### config.mk
export PLATFORM = sky130hd
export DESIGN_NAME = muldiv_unit
export DESIGN_NICKNAME = d
export VERILOG_FILES = /design/src/rtl/muldiv_unit.sv
export SDC_FILE = /design/constraint.sdc
export NUM_CORES = 2
export LEC_CHECK = 0
export BUFFER_PORTS_ARGS = -buffer_cell sky130_fd_sc_hd__buf_2
export CORE_MARGIN = 2
export CORE_UTILIZATION = 35
export CTS_BUF_LIST = sky130_fd_sc_hd__clkbuf_4
export DETAILED_ROUTE_END_ITERATION = 16
export SLEW_MARGIN = 25
export SYNTH_ARGS = -nofsm -noshare
export SYNTH_HDL_FRONTEND = slang
export SYNTH_SLANG_ARGS = --single-unit
### constraint.sdc
create_clock -name clk -period 22.2 [get_ports clk]
set_input_delay 3.33 -clock clk [delete_from_list [all_inputs] [get_ports clk]]
set_output_delay 3.33 -clock clk [all_outputs]
set_load 0.005 [all_outputs]
### src/rtl/muldiv_unit.sv
// RV32M multiply/divide unit: fully pipelined multiplier plus radix-2 restoring divider FSM.
// Optional feature macro: MULDIV_EARLY_OUT_EN (|a| < |b| divides bypass the iteration loop).
module muldiv_unit #(
    parameter int XLEN       = 32,
    parameter int MUL_STAGES = 2,
    parameter int TAG_W      = 5
) (
    input  logic             clk,
    input  logic             rst,
    input  logic             flush,
    input  logic             in_valid,
    output logic             in_ready,
    input  logic [2:0]       op,
    input  logic [XLEN-1:0]  a,
    input  logic [XLEN-1:0]  b,
    input  logic [TAG_W-1:0] rd_tag,
    output logic             out_valid,
    output logic [XLEN-1:0]  out_result,
    output logic [TAG_W-1:0] out_rd,
    output logic             busy
);
    localparam int CW = $clog2(XLEN + 1);
    localparam logic [XLEN-1:0] MOST_NEG = {1'b1, {(XLEN-1){1'b0}}};

    typedef enum logic [1:0] {IDLE, RUN, DONE} state_t;

    state_t           state_q, state_d;
    logic [CW-1:0]    cnt_q;
    logic [XLEN-1:0]  quo_q, rem_q, dvsr_q;
    logic             neg_quo_q, neg_rem_q, is_rem_q;
    logic [TAG_W-1:0] div_tag_q;
    logic             out_valid_q;
    logic [XLEN-1:0]  out_result_q;
    logic [TAG_W-1:0] out_rd_q;

    logic             accept, mul_acc, div_acc;
    logic             pipe_busy, div_done;
    logic [XLEN-1:0]  div_res;

    assign accept  = in_valid & in_ready;
    assign mul_acc = accept & ~op[2];
    assign div_acc = accept & op[2];

    // Full 2*XLEN product from sign/zero-extended operands; low half for MUL, high half otherwise.
    logic              a_sext, b_sext;
    logic [2*XLEN-1:0] a_ext, b_ext, prod;
    logic [XLEN-1:0]   mul_res;

    assign a_sext  = (op[1:0] != 2'd3);
    assign b_sext  = ~op[1];
    assign a_ext   = {{XLEN{a_sext & a[XLEN-1]}}, a};
    assign b_ext   = {{XLEN{b_sext & b[XLEN-1]}}, b};
    assign prod    = a_ext * b_ext;
    assign mul_res = (op[1:0] == 2'd0) ? prod[XLEN-1:0] : prod[2*XLEN-1:XLEN];

    logic             tail_vld;
    logic [XLEN-1:0]  tail_res;
    logic [TAG_W-1:0] tail_tag;

    generate
        if (MUL_STAGES == 1) begin : g_nopipe
            assign tail_vld  = mul_acc;
            assign tail_res  = mul_res;
            assign tail_tag  = rd_tag;
            assign pipe_busy = 1'b0;
        end else begin : g_pipe
            logic [MUL_STAGES-2:0] vld_q;
            logic [XLEN-1:0]       res_q [MUL_STAGES-1];
            logic [TAG_W-1:0]      tag_q [MUL_STAGES-1];

            always_ff @(posedge clk) begin
                if (rst || flush) begin
                    vld_q <= '0;
                end else begin
                    vld_q[0] <= mul_acc;
                    for (int k = 1; k < MUL_STAGES - 1; k++) begin
                        vld_q[k] <= vld_q[k-1];
                    end
                end
                res_q[0] <= mul_res;
                tag_q[0] <= rd_tag;
                for (int k = 1; k < MUL_STAGES - 1; k++) begin
                    res_q[k] <= res_q[k-1];
                    tag_q[k] <= tag_q[k-1];
                end
            end

            assign tail_vld  = vld_q[MUL_STAGES-2];
            assign tail_res  = res_q[MUL_STAGES-2];
            assign tail_tag  = tag_q[MUL_STAGES-2];
            assign pipe_busy = |vld_q;
        end
    endgenerate

    logic            div_signed, a_neg, b_neg, b_zero, ovf, early, fast;
    logic [XLEN-1:0] mag_a, mag_b;

    assign div_signed = ~op[0];
    assign a_neg      = div_signed & a[XLEN-1];
    assign b_neg      = div_signed & b[XLEN-1];
    assign mag_a      = a_neg ? (~a + 1'b1) : a;
    assign mag_b      = b_neg ? (~b + 1'b1) : b;
    assign b_zero     = (b == '0);
    assign ovf        = div_signed & (a == MOST_NEG) & (b == '1);
`ifdef MULDIV_EARLY_OUT_EN
    assign early      = (mag_a < mag_b);
`else
    assign early      = 1'b0;
`endif
    assign fast       = b_zero | ovf | early;

    // One restoring step: shift next dividend bit into the partial remainder, subtract if it fits.
    logic [XLEN:0] rem_sh, diff;
    assign rem_sh = {rem_q, quo_q[XLEN-1]};
    assign diff   = rem_sh - {1'b0, dvsr_q};

    always_ff @(posedge clk) begin
        if (rst || flush) begin
            state_q <= IDLE;
        end else begin
            state_q <= state_d;
        end
    end

    always_comb begin
        state_d = state_q;
        case (state_q)
            IDLE: if (div_acc) state_d = fast ? DONE : RUN;
            RUN:  if (cnt_q == CW'(1)) state_d = DONE;
            DONE: state_d = IDLE;
            default: state_d = IDLE;
        endcase
    end

    always_comb begin
        in_ready = ~flush & ~rst & (state_q == IDLE) & (~op[2] | ~pipe_busy);
        busy     = pipe_busy | (state_q != IDLE);
        div_done = (state_q == DONE);
        if (is_rem_q) begin
            div_res = neg_rem_q ? (~rem_q + 1'b1) : rem_q;
        end else begin
            div_res = neg_quo_q ? (~quo_q + 1'b1) : quo_q;
        end
    end

    always_ff @(posedge clk) begin
        if (rst || flush) begin
            cnt_q <= '0;
        end else if (state_q == IDLE && div_acc) begin
            div_tag_q <= rd_tag;
            is_rem_q  <= op[1];
            dvsr_q    <= mag_b;
            if (b_zero) begin
                quo_q     <= '1;
                rem_q     <= a;
                neg_quo_q <= 1'b0;
                neg_rem_q <= 1'b0;
            end else if (ovf) begin
                quo_q     <= a;
                rem_q     <= '0;
                neg_quo_q <= 1'b0;
                neg_rem_q <= 1'b0;
            end else if (early) begin
                quo_q     <= '0;
                rem_q     <= mag_a;
                neg_quo_q <= 1'b0;
                neg_rem_q <= a_neg;
            end else begin
                quo_q     <= mag_a;
                rem_q     <= '0;
                cnt_q     <= CW'(XLEN);
                neg_quo_q <= a_neg ^ b_neg;
                neg_rem_q <= a_neg;
            end
        end else if (state_q == RUN) begin
            cnt_q <= cnt_q - 1'b1;
            if (!diff[XLEN]) begin
                rem_q <= diff[XLEN-1:0];
                quo_q <= {quo_q[XLEN-2:0], 1'b1};
            end else begin
                rem_q <= rem_sh[XLEN-1:0];
                quo_q <= {quo_q[XLEN-2:0], 1'b0};
            end
        end
    end

    // Mul and div results never coincide because in_ready keeps the two paths exclusive.
    always_ff @(posedge clk) begin
        if (rst) begin
            out_valid_q  <= 1'b0;
            out_result_q <= '0;
            out_rd_q     <= '0;
        end else if (flush) begin
            out_valid_q  <= 1'b0;
        end else if (tail_vld) begin
            out_valid_q  <= 1'b1;
            out_result_q <= tail_res;
            out_rd_q     <= tail_tag;
        end else if (div_done) begin
            out_valid_q  <= 1'b1;
            out_result_q <= div_res;
            out_rd_q     <= div_tag_q;
        end else begin
            out_valid_q  <= 1'b0;
        end
    end

    assign out_valid  = out_valid_q;
    assign out_result = out_result_q;
    assign out_rd     = out_rd_q;

endmodule

## Word level (Yosys, flattened, before mapping)

Memories as Yosys holds them, arrays and structs flattened.
Cells that the tools add are included.

| word-level totals | value |
|---|---|
| register bits | 151 |
| bits in writable memories | 37 |
| output and inout port bits | 40 |
| word-level logic and storage cells | 103 |
| memories kept | 2 |

Memories:

| name | words | width | read ports | clocked after Yosys merged registers in | wr ports | RTL line | source |
|---|---|---|---|---|---|---|---|
| g_pipe.res_q | 1 | 32 | 1 | 0 | 1 | 68 | `logic [XLEN-1:0] res_q [MUL_STAGES-1];` |
| g_pipe.tag_q | 1 | 5 | 1 | 0 | 1 | 69 | `logic [TAG_W-1:0] tag_q [MUL_STAGES-1];` |

| cells by class | value |
|---|---|
| $add $sub $neg | 6 |
| $mul | 1 |
| equal/unequal tests | 10 |
| mux-type cells | 29 |
| bitwise logic cells | 27 |
| reduce and logical (&&, ||, !) cells | 15 |

Operator list:

| kind | count |
|---|---|
| 2-to-1 mux 32 bit | 16 |
| adder 32 x 1 -> 32 bit, second input constant | 4 |
| inverter 32 bit | 4 |
| == test 32 bit, second input constant | 2 |
| multiplier 33 x 33 -> 64 bit | 1 |
| subtractor 33 x 32 -> 33 bit | 1 |
| logical NOT 32 bit | 1 |
| 2-to-1 mux 6 bit | 4 |
| bitwise AND 1 bit | 12 |
| 2-to-1 mux 5 bit | 2 |
| != test 2 bit, second input constant | 5 |
| AND reduction 2 bit | 4 |
| inverter 1 bit | 7 |
| == test 6 x 1 -> 1 bit, second input constant | 1 |
| 2-to-1 mux 2 bit | 3 |
| nonzero test 2 bit | 3 |
| subtractor 6 x 1 -> 6 bit, second input constant | 1 |
| logical NOT 2 bit | 2 |
| case mux 2 bit (2 select lines) | 1 |
| OR reduction 2 bit | 2 |
| 2-to-1 mux 1 bit | 3 |
| bitwise OR 1 bit | 3 |
| AND reduction 3 bit | 1 |
| == test 2 x 1 -> 1 bit, second input constant | 1 |
| 4 further kinds | 4 |

## Depth between registers and ports, before layout

| logic depth | value |
|---|---|
| depth in word-level cells | 9 |
| gate-level depth with buffers | 31 |
| gate-level depth less buffers | 28 |

## Worst setup path after synthesis

Ideal clock, no wire load.

| path | value |
|---|---|
| kind | input to register |
| from | in a[31] |
| to | mem g_pipe.res_q[0][30] |
| setup time | 133 ps |
| arrival | 11394 ps |
| required time | 22067 ps |
| setup slack | 10673 ps |
| stages | 29 |
| buffers on the path | 4 |
| cell sequence | clkbuf_1 > a21boi_0 > clkbuf_1 > clkbuf_1 > nand2_1 > fa_1 > fa_1 > inv_1 > fa_1 > inv_1 > fa_1 > inv_1 > fa_1 > fa_1 > fa_1 > inv_1 > fa_1 > inv_1 > ha_1 > clkbuf_1 > a21o_1 > a21oi_1 > o21ai_0 > a21oi_1 > o21ai_0 > a221o_1 > a311oi_1 > xor2_1 > a21oi_1 |

| on the way | value |
|---|---|
| longest elaborated chain between the ends | 3 |

RTL lines:

| what | RTL line | source |
|---|---|---|
| from (decl) | 14 | `input logic [XLEN-1:0] a,` |
| bitwise AND 1 bit | 51 | `assign a_ext = {{XLEN{a_sext & a[XLEN-1]}}, a};` |
| multiplier 33 x 33 -> 64 bit * | 53 | `assign prod = a_ext * b_ext;` |
| 2-to-1 mux 32 bit * | 54 | `assign mul_res = (op[1:0] == 2'd0) ? prod[XLEN-1:0] : prod[2*XLEN-1:XLEN];` |
| net mul_res[30] | 47 | `logic [XLEN-1:0] mul_res;` |
| to (decl) | 68 |  |

Mark *: on every way through the listed nets, which the timed path passes. The rest lies on a longest branch.

## Worst setup path after layout

| path | value |
|---|---|
| from | in a[31] |
| to | mem g_pipe.res_q[0][24] |

The elaborated chain is that of the path after synthesis.

==> results.md <==
- Tcrit/Tclk final: 0.5114
- Crit end category: register
- Most frequent cell after synthesis: inv_1
- Syn_nets: 6,970
- Worst Path Arrival: 11.83 ns
- First-pass GRT wire length: 239,200 um
- Maximum level of the CTS H-tree: 4
- Unrepaired setup endpoints after global routing: false
- Final TNS setup: 0 ns
- Synth warnings: 0
- Yosys reg bits: 188
- Die H: 380.6 um
- Num Clock Sinks: 188
- Ports: 116
- Initial core utilization: 0.3515
- Max-Cap Viols: 0
- Row count: 138
- Dominant cell type by area after synthesis: fa_1
- Clk_skew: 0.04608 ns
- Layout filler cell count: 14,440
- Inserted Clock Buffers: 17
- Avg Inst Size Synth: 8.999 um^2
- Antenna violations before repair: 6
- CTS tree: built
- Drt pass-1 iters: 7
- Post-Syn Instances: 5,517
- Final-report max-slew violation count: 0
- Hold_ws: 0.5065 ns
- Design area: 52,250 um^2
- Post-synth top cells: inv_1 (1,142), fa_1 (1,126), nand2_1 (838), and2_1 (361), clkbuf_1 (286)
- Final setup violation count: 0
- Vias/cell: 5.151
- Post-synth ARST share: 0
- Root Driver: clkbuf_4
- Top delay family on crit path: adder cells
- Residual DRC: 0
- Rel. slew slack: 0.3320
- Share of cells above drive strength 1: 0.05073
- Remaining global-route overflow: 0
- CP Data Required Time: 22.68 ns
- Count of input and output buffers: 115
- Final setup margin: 10.85 ns
- Total Routed Length: 150,600 um
- Post-synth EDFFs: 104
- Critical path class: in -> reg
- Net count, final: 6,841
- Yosys top cell area share: 0.4540
- Clock Latency Late Sink: 0.63 ns
- Synthesis-to-layout area growth: 5.239%
- Post-CTS setup buffers: 0
- Area contributors post-synth: fa_1 (45%), inv_1 (8.6%), nand2_1 (6.3%)
- Slowest cell on crit path: fa_2
- Synthesized area: 49,650 um^2
- Status: finished, final reports clean
- Core box area: 141,200 um^2
- Die Width: 380.6 um
- FMAX: 88.08 MHz
- Drt initial violations: 3,385
- Top_reg_cell synth: edfxtp_1
- Largest net degree at the start of global routing: 74
- Post-DP HPWL: 112,200 um
- CTS resizes: 0
- Final Hold Fails: 0
- Post-synthesis sequential area ratio: 0.09677
- Vias in the first global route: 40,160
- Die area: 144,900 um^2
- Wirelength per Cell: 20.64 um
- Post-route antenna net violation count: 0
- Max Root-Sink Buffers: 2
- GPL Wtd Cong: 0.9028
- Clock slew at reported path FFs: 0.16 ns
- Critical Path Max Stage Delay: 0.55 ns
- Crit start category: input port
- Hold Path Class: reg -> reg
- Slew @ Worst Pin: 1.002 ns
- Period minus WS final: 11.35 ns
- CP max FO: 31
- Pre-CTS WS: 10.13 ns
- Synth cell types: 72
- Vias post-DR: 37,580
- Area after DPL: 51,950 um^2
- CTS Hold Buffers Added: 0
- GRT Util Overall: 0.2123
- Bufs and invs on worst path: 9
## worst min-delay path, cell delays in order, from the launching register on
cell and delay [ns]:
dfxtp_1 0.35, mux2i_1 0.06, nor2_1 0.07
## cells in the final DEF (no fill, tap or decap), types with 11 or more instances in the layout
cell type,synthesis,layout
nor2_1,207,204
inv_1,1142,1141
nor2b_1,13,13
edfxtp_1,104,104
nand4_1,25,25
nand2b_1,20,20
xor2_1,91,90
and2_1,361,361
o21a_1,11,11
a21o_1,46,46
mux2i_1,30,30
nand3_1,40,40
dfxtp_1,84,83
buf_2,4,114
xnor2_1,137,137
buf_4,1,82
or3_1,14,14
o21ai_0,121,121
a21oi_1,188,187
or2_2,14,14
a31oi_1,24,24
fa_1,1126,1125
ha_1,251,251
nor3_1,26,26
a211oi_1,59,59
o21bai_1,12,12
nor4_1,18,18
nand2_1,838,838
clkbuf_4,0,19
o41ai_1,20,20
o31ai_1,30,30
a211o_1,12,12
## per-layer routing
| metal | share of wire | global-route usage | vias up | wire (um) |
|---|---|---|---|---|
| met5 | 0.00014 | 0 | - | 21 |
| met4 | 0.026 | 0.04802 | 4 | 3851 |
| met3 | 0.095 | 0.04564 | 213 | 14260 |
| met2 | 0.44 | 0.3295 | 1555 | 66290 |
| met1 | 0.44 | 0.3033 | 19460 | 66180 |
| li1 | - | - | 16350 | - |
## metrics by stage
step	utilization	instances
after floorplan	-	5517
after CTS	0.3697	7290
after detailed placement	0.3678	7258
after global placement	0.3678	7257
after global routing	0.3699	7292
final	0.3699	7295
## final timing paths
| path | from | endpoint | slack (ns) | depth (start not counted) |
|---|---|---|---|---|
| setup / recovery | a[31] | g_pipe.res_q[0][24] | 10.85 | 29 |
| hold / removal | out_result[0] | out_result[0] | 0.51 | 2 |
| setup reg to reg | quo_q[31] | rem_q[0] | 16.94 | 14 |
| hold reg to reg | out_result[0] | out_result[0] | 0.51 | 2 |
## registers in the layout, summed over array words and instances (netlist names)
name,cells
out_valid,1
out_result,32
div_tag_q,5
g_pipe.res_q,32
state_q,2
is_rem_q,1
neg_quo_q,1
dvsr_q,32
neg_rem_q,1
cnt_q,6
g_pipe.vld_q,1
out_rd,5
rem_q,32
quo_q,32
g_pipe.tag_q,5
## logic make-up after synthesis
group,count (synthesis),share of synthesized area
buf+inv,1487,0.1126
compound gates,584,0.07498
simple gates,1621,0.1516
flops,188,0.09677
fa+ha+maj,1377,0.5173
xor+xnor,228,0.04022
mux,32,0.006502
## area by class of cell
cell class | count | area [um^2] | area share
diodes | 4 | 10.01 | 0.0001916
clock buffers | 19 | 142.6 | 0.002730
clock inverters | 13 | 126.4 | 0.002419
inverters | 1142 | 4288 | 0.08207
multi-input cells | 3842 | 39310 | 0.7524
flip-flops and latches | 188 | 4806 | 0.09198
well taps | 1890 | 2365 | 0.04526
repair buffers | 197 | 1201 | 0.02299
Power is not shown: default switching activity piles up to over one toggle a cycle in this logic, so the estimate is an artifact.
